==> src/rtl/aer_pkg.sv <==
`default_nettype none
// ============================================================================
//  Module      : aer_pkg
//  Description : Shared types and width helpers for the inbound AER receiver.
//  Revision    : 1.0 - initial release
// ============================================================================
package aer_pkg;

    typedef enum logic [1:0] {
        IDLE    = 2'd0,
        ACK_HI  = 2'd1,
        WAIT_LO = 2'd2
    } aer_rx_state_t;

    function automatic int ptr_width(input int depth);
        return $clog2(depth);
    endfunction

    function automatic int count_width(input int depth);
        return $clog2(depth) + 1;
    endfunction

endpackage
`default_nettype wire

==> src/rtl/aer_fifo.sv <==
`default_nettype none
// ============================================================================
//  Module      : aer_fifo
//  Description : First-word-fall-through FIFO with registered flags and count.
//  Revision    : 1.0 - initial release
// ============================================================================
module aer_fifo
    import aer_pkg::*;
#(
    parameter int M     = 8,
    parameter int DEPTH = 4
) (
    input  logic                          clk,
    input  logic                          rst,
    input  logic                          push,
    input  logic [M-1:0]                  push_data,
    input  logic                          pop,
    output logic [M-1:0]                  head,
    output logic                          valid,
    output logic                          full,
    output logic [count_width(DEPTH)-1:0] count
);

    localparam int PW = ptr_width(DEPTH);
    localparam int CW = count_width(DEPTH);

    logic [M-1:0]  mem_q [DEPTH];
    logic [M-1:0]  mem_d [DEPTH];
    logic [PW-1:0] wr_ptr_q, wr_ptr_d;
    logic [PW-1:0] rd_ptr_q, rd_ptr_d;
    logic [CW-1:0] count_q, count_d;
    logic          valid_q, valid_d;
    logic          full_q, full_d;
    logic          push_ok;
    logic          pop_ok;

    always_comb begin
        push_ok  = push && !full_q;
        pop_ok   = pop && valid_q;
        mem_d    = mem_q;
        wr_ptr_d = wr_ptr_q;
        rd_ptr_d = rd_ptr_q;
        count_d  = count_q;
        if (push_ok) begin
            mem_d[wr_ptr_q] = push_data;
            wr_ptr_d        = wr_ptr_q + PW'(1);
        end
        if (pop_ok) begin
            rd_ptr_d = rd_ptr_q + PW'(1);
        end
        case ({push_ok, pop_ok})
            2'b10:   count_d = count_q + CW'(1);
            2'b01:   count_d = count_q - CW'(1);
            default: count_d = count_q;
        endcase
        // Flags are registered from the next count so no output depends on pop.
        valid_d = (count_d != '0);
        full_d  = (count_d == CW'(DEPTH));
    end

    always_ff @(posedge clk) begin
        if (rst) begin
            mem_q    <= '{default: '0};
            wr_ptr_q <= '0;
            rd_ptr_q <= '0;
            count_q  <= '0;
            valid_q  <= 1'b0;
            full_q   <= 1'b0;
        end else begin
            mem_q    <= mem_d;
            wr_ptr_q <= wr_ptr_d;
            rd_ptr_q <= rd_ptr_d;
            count_q  <= count_d;
            valid_q  <= valid_d;
            full_q   <= full_d;
        end
    end

    assign head  = mem_q[rd_ptr_q];
    assign valid = valid_q;
    assign full  = full_q;
    assign count = count_q;

endmodule
`default_nettype wire

==> src/rtl/aer_in.sv <==
`default_nettype none
// ============================================================================
//  Module      : aer_in
//  Description : Inbound AER 4-phase receiver: REQ synchronizer, ACK FSM, FIFO.
//  Revision    : 1.0 - initial release
// ============================================================================
module aer_in
    import aer_pkg::*;
#(
    parameter int N           = 256,
    parameter int M           = 8,
    parameter int DEPTH       = 4,
    parameter int SYNC_STAGES = 2,
    parameter int ACK_HOLD    = 2
) (
    input  logic                          CLK,
    input  logic                          RST,
    input  logic [M-1:0]                  AERIN_ADDR,
    input  logic                          AERIN_REQ,
    output logic                          AERIN_ACK,
    output logic                          AERIN_CTRL_VALID,
    output logic [M-1:0]                  AERIN_CTRL_ADDR,
    input  logic                          CTRL_AERIN_POP,
    output logic                          AERIN_CTRL_FULL,
    output logic [count_width(DEPTH)-1:0] AERIN_CTRL_COUNT
);

    localparam int HW = $clog2(ACK_HOLD + 1);

    if (((1 << M) < N) || (SYNC_STAGES < 2) || (ACK_HOLD < 1) || (DEPTH < 2) ||
        ((DEPTH & (DEPTH - 1)) != 0)) begin : g_bad_params
        $error("aer_in: illegal parameter combination");
    end

    logic [SYNC_STAGES-1:0] sync_q, sync_d;
    aer_rx_state_t          state_q, state_d;
    logic                   ack_q, ack_d;
    logic [HW-1:0]          hold_q, hold_d;
    logic                   req_s;
    logic                   push;
    logic                   fifo_full;

    assign req_s = sync_q[SYNC_STAGES-1];

    always_comb begin
        sync_d  = {sync_q[SYNC_STAGES-2:0], AERIN_REQ};
        state_d = state_q;
        ack_d   = ack_q;
        hold_d  = hold_q;
        push    = 1'b0;
        case (state_q)
            IDLE: begin
                // A full FIFO stalls the handshake by withholding ACK.
                if (req_s && !fifo_full) begin
                    push    = 1'b1;
                    ack_d   = 1'b1;
                    hold_d  = HW'(ACK_HOLD - 1);
                    state_d = ACK_HI;
                end
            end
            ACK_HI: begin
                if (hold_q == '0) begin
                    ack_d   = 1'b0;
                    state_d = WAIT_LO;
                end else begin
                    hold_d = hold_q - HW'(1);
                end
            end
            WAIT_LO: begin
                if (!req_s) begin
                    state_d = IDLE;
                end
            end
            default: state_d = IDLE;
        endcase
    end

    always_ff @(posedge CLK) begin
        if (RST) begin
            sync_q  <= '0;
            state_q <= IDLE;
            ack_q   <= 1'b0;
            hold_q  <= '0;
        end else begin
            sync_q  <= sync_d;
            state_q <= state_d;
            ack_q   <= ack_d;
            hold_q  <= hold_d;
        end
    end

    aer_fifo #(
        .M     (M),
        .DEPTH (DEPTH)
    ) u_fifo (
        .clk       (CLK),
        .rst       (RST),
        .push      (push),
        .push_data (AERIN_ADDR),
        .pop       (CTRL_AERIN_POP),
        .head      (AERIN_CTRL_ADDR),
        .valid     (AERIN_CTRL_VALID),
        .full      (fifo_full),
        .count     (AERIN_CTRL_COUNT)
    );

    assign AERIN_ACK       = ack_q;
    assign AERIN_CTRL_FULL = fifo_full;

endmodule
`default_nettype wire

==> config.mk <==
export PLATFORM = sky130hd
export DESIGN_NAME = aer_in
export DESIGN_NICKNAME = d
export VERILOG_FILES = /design/src/rtl/aer_pkg.sv /design/src/rtl/aer_fifo.sv /design/src/rtl/aer_in.sv
export SDC_FILE = /design/constraint.sdc
export NUM_CORES = 1
export LEC_CHECK = 0
export BUFFER_PORTS_ARGS = -buffer_cell sky130_fd_sc_hd__buf_2
export CORE_UTILIZATION = 35
export DETAILED_ROUTE_END_ITERATION = 8
export PLACE_DENSITY = 0.52
export RECOVER_POWER = 100
export SETUP_SLACK_MARGIN = 0.5
export SLEW_MARGIN = 20
export SYNTH_ARGS = -nofsm -noshare
export SYNTH_HDL_FRONTEND = slang
export SYNTH_SLANG_ARGS = --single-unit
==> constraint.sdc <==
create_clock -name CLK -period 3.52 [get_ports CLK]
set_clock_uncertainty 0.2 [all_clocks]
set_input_delay 0.528 -clock CLK [delete_from_list [all_inputs] [get_ports CLK]]
set_output_delay 0.528 -clock CLK [all_outputs]
set_load 0.03 [all_outputs]
==> insert_results.sql, run 1 <==
INSERT INTO impl_metrics (metric_group, metric, value, unit) VALUES
('outcome', 'outcome', 'complete, but fails checks', ''),
('outcome', 'violations_in_the_final_reports', 'capacitance limit, slew limit', ''),
('die', 'floorplan.die.width', '81.6', 'um'),
('worst_setup_path', 'critical_path_class', 'reg2out', ''),
('cts', 'clock_tree.root_cell', 'sky130_fd_sc_hd__clkbuf_8', ''),
('synth', 'ys_async_sr_fraction', '0', '%'),
('detailed_routing', 'drt_drc_violations_left', '0', ''),
('synth', 'most_numerous_cell_types_in_the_synthesized_netlist', 'sky130_fd_sc_hd__dfxtp_1 (48), sky130_fd_sc_hd__nand2b_1 (40), sky130_fd_sc_hd__mux2i_1 (34), sky130_fd_sc_hd__nor2_1 (10), sky130_fd_sc_hd__mux4_2 (8)', ''),
('cts', 'cts_tree', 'built', ''),
('detailed_routing', 'drt-initial-drc-count', '69', ''),
('die', 'core.rowCount', '28', ''),
('synth', 'dominantRegCellSynth', 'sky130_fd_sc_hd__dfxtp_1', ''),
('cts', 'cts_setup_buffers', '0', ''),
('timing', 'final_period_minus_worst_setup_slack', '2590', 'ps'),
('timing', 'worst-slew-pin-transition', '1980', 'ps'),
('pwr', 'total_power', '1.13', 'mW'),
('grt', 'grt_max_degree', '58', ''),
('synth', 'syn-instance-count', '202', ''),
('synth', 'synth_cell_type_count', '31', ''),
('timing', 'finalSetupViolations', '0', ''),
('worst_setup_path', 'cp-start-kind', 'flip-flop', ''),
('pwr', 'switching_fraction_of_total_power', '25.9', '%'),
('final_layout', 'finish.utilization', '41.2', '%'),
('grt', 'grt_pass1_wl', '6790', 'um'),
('synth', 'synth.net_count', '221', ''),
('pwr', 'fraction_of_power_consumed_by_sequential_logic', '52.2', '%'),
('timing', 'maxSlewViolCount', '58', ''),
('final_layout', 'relative_area_change_from_synthesis_to_final_layout', '11.8', '%'),
('pwr', 'leakagePower', '1.08', 'nW'),
('timing', 'min_period_over_period', '73.7', '%'),
('cts', 'cts-buffers-inserted', '5', ''),
('pwr', 'power_frac_comb', '13.3', '%'),
('die', 'floorplan.initialDensity', '36.8', '%'),
('cts', 'cts_buffer_depth', '2', ''),
('cts', 'cts_repair_resize_count', '0', ''),
('synth', 'synth-edff-count', '0', ''),
('pwr', 'p_clk_share', '34.6', '%'),
('synth', 'seq_area_frac_synth', '43.3', '%'),
('cts', 'hold_buffers', '0', ''),
('final_layout', 'antenna_cells', '0', ''),
('synth', 'top_cells_by_area_in_the_synthesized_netlist', 'sky130_fd_sc_hd__dfxtp_1 (43%), sky130_fd_sc_hd__mux2i_1 (15%), sky130_fd_sc_hd__nand2b_1 (11%), sky130_fd_sc_hd__mux4_2 (8.1%), sky130_fd_sc_hd__ha_1 (3.4%)', ''),
('cts', 'numClockSinks', '48', ''),
('placed_design', 'place.gp.congestion', '0.670', ''),
('detailed_routing', 'drtAntennaViolNets', '0', ''),
('die', 'die_area', '6660', 'um^2'),
('pwr', 'power-per-cell-area', '456', 'nW/um^2'),
('synth', 'synth_largest_type_area_fraction', '43.3', '%'),
('detailed_routing', 'drtPass1Iterations', '4', ''),
('final_layout', 'finalNetCount', '243', ''),
('pwr', 'power.switching', '0.293', 'mW'),
('detailed_routing', 'vias', '1438', ''),
('timing', 'timing.fmax', '0.386', 'GHz'),
('worst_setup_path', 'critPathRequiredTime', '2790', 'ps'),
('worst_setup_path', 'path_buf_inv', '1', ''),
('grt', 'grt_antenna_before_repair', '0', ''),
('worst_setup_path', 'worst_path_max_delay_cell', 'sky130_fd_sc_hd__dfxtp_1', ''),
('placed_design', 'dp_hpwl', '2590', 'um'),
('synth', 'synthesis.area_per_instance', '11.0', 'um^2'),
('die', 'die_h', '81.6', 'um'),
('worst_setup_path', 'maximum_net_fanout_on_the_critical_path', '9', ''),
('placed_design', 'io_buffers', '25', ''),
('grt', 'number_of_global_route_vias_before_repair', '1362', ''),
('cts', 'clk_transition_reported_paths', '80', 'ps'),
('cts', 'clk_lat_worst_skew', '300', 'ps'),
('timing', 'grt_setup_unrepaired', 'no', ''),
('pwr', 'peakVddDrop', '0.219', 'mV'),
('grt', 'globalRouteTotalUtil', '14.0', '%'),
('job', 'timing.max_cap.violations', '1', ''),
('hold_path', 'hold_path.class', 'in2reg', ''),
('timing', 'finalHoldViolCount', '0', ''),
('synth', 'synth_area', '2220', 'um^2');
==> cell families (layout without fill, tap and decap cells) <==
group,count (synthesis),count (layout),synth area share [%]
AOI/OAI and AO/OA,9,9,2.59
xor gates and xnor gates,5,5,1.97
adders and majority gates,7,7,4.29
buffers and inverters,17,40,3.44
DFF,48,48,43.3
muxes,42,42,23.5
and+or+nand+nor,74,74,20.9
==> worst reg2reg max path: cells and delay by family, from the launching register on <==
| kind | cells | cell delay (ps) |
|---|---|---|
| flops | 1 | 370 |
| buf+inv | 1 | 60 |
| simple gates | 2 | 770 |
| compound gates | 1 | 150 |
| fa+ha+maj | 2 | 600 |
| xor+xnor | 1 | 160 |
==> power groups by stage <==
stage / Sequential, mW / Combinational, mW / Clock (mW)
6_report: 0.590 / 0.150 / 0.391
5_1_grt: 0.595 / 0.165 / 0.430
4_1_cts: 0.591 / 0.154 / 0.407
3_5_place_dp: 0.603 / 0.153 / 0
3_3_place_gp: 0.604 / 0.153 / 0
2_1_floorplan: 0.607 / 0.110 / 0
==> cell type report <==
cell class	count	area [um^2]	area share, %
well taps	75	93.8	3.78
clock inverters	2	35.0	1.41
repair buffers	26	114	4.59
clock buffers	6	72.6	2.93
flip-flops and latches	48	961	38.7
inverters	6	22.5	0.908
multi-input cells	137	1180	47.6
==> per-stage QoR <==
step	instance area [um^2]	setup slack [ps]	cells	hold WS [ps]
floorplan	2220	1040	202	214
global placement	2390	1090	292	217
detailed placement	2390	1080	292	232
CTS	2500	907	300	231
global route	2480	802	300	271
finish	2480	926	300	235
==> sequential cells by signal, summed over array words and instances (netlist names) <==
signal,count
state_q,2
u_fifo.full,1
u_fifo.wr_ptr_q,2
u_fifo.valid,1
u_fifo.count,3
u_fifo.rd_ptr_q,2
AERIN_ACK,1
u_fifo.mem_q,32
sync_q,2
hold_q,2
==> final timing paths <==
check	slack, ps	start	cells past startpoint	end
setup / recovery	930	u_fifo.rd_ptr_q[1]$_SDFFE_PP0P_	2	AERIN_CTRL_ADDR[5]
hold reg to reg	250	sync_q[0]$_SDFF_PP0_	1	sync_q[1]$_SDFF_PP0_
hold / removal	230	AERIN_REQ	2	sync_q[0]$_SDFF_PP0_
setup reg to reg	1150	state_q[1]$_SDFFE_PP0P_	7	u_fifo.full$_SDFF_PP0_
==> placed cells by master (no fill, tap or decap), types with 4 or more instances in the layout <==
cell / count
sky130_fd_sc_hd__a21oi_1: 4
sky130_fd_sc_hd__buf_2: 10
sky130_fd_sc_hd__clkbuf_1: 16
sky130_fd_sc_hd__clkbuf_8: 5
sky130_fd_sc_hd__dfxtp_1: 48
sky130_fd_sc_hd__ha_1: 6
sky130_fd_sc_hd__inv_1: 5
sky130_fd_sc_hd__mux2i_1: 34
sky130_fd_sc_hd__mux4_2: 8
sky130_fd_sc_hd__nand2_1: 4
sky130_fd_sc_hd__nand2b_1: 40
sky130_fd_sc_hd__nor2_1: 10
==> routing by layer <==
metal	vias up	track usage, %	part of all wire [%]
met4	0	5.79	1.7
li1	732	-	-
met3	5	3.67	3.2
met1	683	18.7	50
met2	18	21.5	45
met5	-	0	0
Power figures use the tool's default switching activity.
==> inputs of run 2 (changes only) <==
- clock period: 3.52 -> 2.43 ns (I/O delays scaled with it)
==> run 2 against run 1 <==
Sequential power is 43% higher. Sequential cell count stayed put. Sequential share of layout area is 1.7 points lower. Count of clock-buffer cells in the layout stayed put. First-iteration DRC count is 13% lower. Core utilization is 2.3 points higher. Critical path depth is 5 higher. The flow finishes with violations (capacitance limit).
==> insert_results.sql, run 2 (synthesized netlist as in run 1, its figures left out) <==
INSERT INTO impl_metrics (metric_group, metric, value, unit) VALUES
('pwr', 'leakagePower', '1.17', 'nW'),
('timing', 'finalWorstSetupSlack', '159', 'ps'),
('placed_design', 'place_ws', '188', 'ps'),
('worst_setup_path', 'worst_ep_arrival_time', '2290', 'ps'),
('placed_design', 'dp_hpwl', '2720', 'um'),
('final_layout', 'fraction_of_final_layout_cells_sized_beyond_drive_strength_1', '23.8', '%'),
('cts', 'clk_lat_worst_skew', '290', 'ps'),
('cts', 'clock_tree.root_cell', 'sky130_fd_sc_hd__clkbuf_8', ''),
('timing', 'min_period_over_period', '93.5', '%'),
('worst_setup_path', 'critPathTopFamily', 'simple AND/OR/NAND/NOR gates', ''),
('detailed_routing', 'drt-initial-drc-count', '60', ''),
('detailed_routing', 'drtAntennaViolNets', '0', ''),
('die', 'floorplan.die.width', '81.6', 'um'),
('grt', 'grt_pass1_wl', '6780', 'um'),
('worst_setup_path', 'crit_start', 'u_fifo.full$_SDFF_PP0_', ''),
('die', 'die_area', '6660', 'um^2'),
('timing', 'maxSlewViolCount', '0', ''),
('worst_setup_path', 'critical_path_class', 'reg2reg', ''),
('worst_setup_path', 'cp-start-kind', 'flip-flop', ''),
('final_layout', 'relative_area_change_from_synthesis_to_final_layout', '18.0', '%'),
('worst_setup_path', 'rr_startpoint', 'u_fifo.full$_SDFF_PP0_', ''),
('grt', 'grtUsageMet2', '21.4', '%'),
('die', 'io-pin-count', '26', ''),
('cts', 'clk_transition_reported_paths', '90', 'ps'),
('outcome', 'outcome', 'complete, but fails checks', ''),
('worst_setup_path', 'endpoint_type_of_the_worst_setup_path', 'flip-flop', ''),
('detailed_routing', 'wirelength_per_cell', '13.6', 'um'),
('timing', 'timing.fmax', '0.440', 'GHz'),
('die', 'core.rowCount', '28', ''),
('timing', 'timing.slew.headroom', '0.398', '%'),
('final_layout', 'post-route-cell-area', '2620', 'um^2'),
('final_layout', 'largest_register_ff_count', '32', ''),
('detailed_routing', 'via_per_inst', '4.66', ''),
('grt', 'number_of_global_route_vias_before_repair', '1391', ''),
('placed_design', 'placed_area', '2440', 'um^2'),
('worst_setup_path', 'largest_stage_delay_on_the_critical_path', '440', 'ps'),
('hold_path', 'hold_start', 'AERIN_REQ', ''),
('timing', 'hold-worst-slack', '79.8', 'ps'),
('placed_design', 'place.gp.congestion', '0.683', ''),
('detailed_routing', 'drt_drc_violations_left', '0', ''),
('timing', 'setup-tns-final', '0', 'ps'),
('pwr', 'peakVddDrop', '0.270', 'mV'),
('final_layout', 'top_register', 'u_fifo.mem_q', ''),
('detailed_routing', 'vias', '1446', ''),
('detailed_routing', 'finalWirelength', '4220', 'um'),
('hold_path', 'hold_path.class', 'in2reg', ''),
('cts', 'cts_buffer_depth', '2', ''),
('placed_design', 'io_buffers', '25', ''),
('final_layout', 'finalNetCount', '253', ''),
('cts', 'cts_htree_levels', '2', ''),
('worst_setup_path', 'path_cells', 'nor4b_4 -> inv_2 -> ha_4 -> fa_2 -> xnor2_2 -> or4_4 -> a21oi_1', ''),
('grt', 'grt_max_degree', '45', ''),
('detailed_routing', 'drtPass1Iterations', '4', ''),
('cts', 'cts-buffers-inserted', '5', ''),
('pwr', 'total_power', '1.67', 'mW'),
('worst_setup_path', 'path_buf_inv', '1', ''),
('timing', 'final_period_minus_worst_setup_slack', '2270', 'ps'),
('timing', 'finalSetupViolations', '0', ''),
('die', 'floorplan.initialDensity', '36.8', '%'),
('worst_setup_path', 'critPathRequiredTime', '2450', 'ps'),
('cts', 'cts_tree', 'built', ''),
('worst_setup_path', 'worst_path_max_delay_cell', 'sky130_fd_sc_hd__or4_4', ''),
('grt', 'globalRouteTotalUtil', '13.9', '%'),
('job', 'timing.max_cap.violations', '1', ''),
('final_layout', 'antenna_cells', '0', ''),
('timing', 'worst-slew-pin-transition', '1490', 'ps'),
('die', 'floorplan.core_area', '6030', 'um^2'),
('worst_setup_path', 'maximum_net_fanout_on_the_critical_path', '3', ''),
('final_layout', 'commonest_non_fill_non_tap_cell_in_the_layout', 'sky130_fd_sc_hd__dfxtp_1', ''),
('grt', 'grt_antenna_before_repair', '0', ''),
('grt', 'overflow_left_after_global_routing', '0', ''),
('timing', 'grt_setup_unrepaired', 'yes', ''),
('die', 'die_h', '81.6', 'um'),
('grt', 'most_utilized_layer_in_the_global_route_result', 'met2', ''),
('cts', 'numClockSinks', '48', ''),
('final_layout', 'most-common-layout-cells', 'sky130_fd_sc_hd__dfxtp_1 (44), sky130_fd_sc_hd__nand2b_1 (40), sky130_fd_sc_hd__mux2i_1 (34)', ''),
('grt', 'grt_util_met3', '3.78', '%'),
('pwr', 'power-per-cell-area', '638', 'nW/um^2'),
('timing', 'finalHoldViolCount', '0', ''),
('grt', 'grt_util_met1', '18.7', '%'),
('outcome', 'violations_in_the_final_reports', 'capacitance limit', '');
==> run 2: cell count changes in the layout (fill, tap and decap cells not counted), sizes merged <==
cell,delta
clkbuf,-4
buf,+14
==> run 2: final timing paths <==
kind / depth (start not counted) / slack (ps) / to
setup / recovery: 7 / 160 / u_fifo.full$_SDFF_PP0_
hold / removal: 2 / 80 / sync_q[0]$_SDFF_PP0_
setup reg to reg: 7 / 160 / u_fifo.full$_SDFF_PP0_
hold reg to reg: 1 / 250 / sync_q[1]$_SDFF_PP0_
==> run 2: area by class of cell <==
class                      instances  area [um^2]
fill                             606         3410
clock buffer                       6         72.6
tap                               75         93.8
multi-input combinational        137         1210
inverter                           6         22.5
clock inverter                     2         35.0
sequential                        48          971
timing repair buffer              36          210
==> run 2: per-stage QoR <==
step           cells  utilization, %
2_1_floorplan    202               -
4_1_cts          310            44.4
3_5_place_dp     296            40.5
6_report         310            43.5
5_1_grt          310            43.5
3_3_place_gp     296            40.5
==> run 2: power by group <==
part / total (mW) / internal (mW) / switching (mW) / leakage, nW
combinational: 0.264 / 0.120 / 0.143 / 0.724
clock: 0.563 / 0.306 / 0.258 / 0.0552
sequential: 0.843 / 0.813 / 0.0301 / 0.391
total: 1.67 / 1.24 / 0.431 / 1.17
==> run 2: what timing repair did <==
item / CTS / global route
pin swaps: 1 / 1
endpoints found under the setup margin: 11 / 18
cloned: 0 / 0
setup buffers: 6 / 0
resized for setup: 25 / 3
hold buffers: 0 / 0
==> run 2: metal layers <==
metal  vias up  routed length [um]
met5         -                   0
met2        16                1970
met4         0                  25
met3         2                  99
met1       680                2120
li1        748                   -
==> run 2: worst reg2reg max path, delay by kind of cell (launching register included) <==
kind | cells | cell delay [ps]
adder cells (fa/ha/maj) | 2 | 520
flip-flops | 1 | 360
AND/OR/NAND/NOR | 2 | 750
XOR/XNOR | 1 | 150
AO/OA/AOI/OAI | 1 | 150
buffers and inverters | 1 | 70
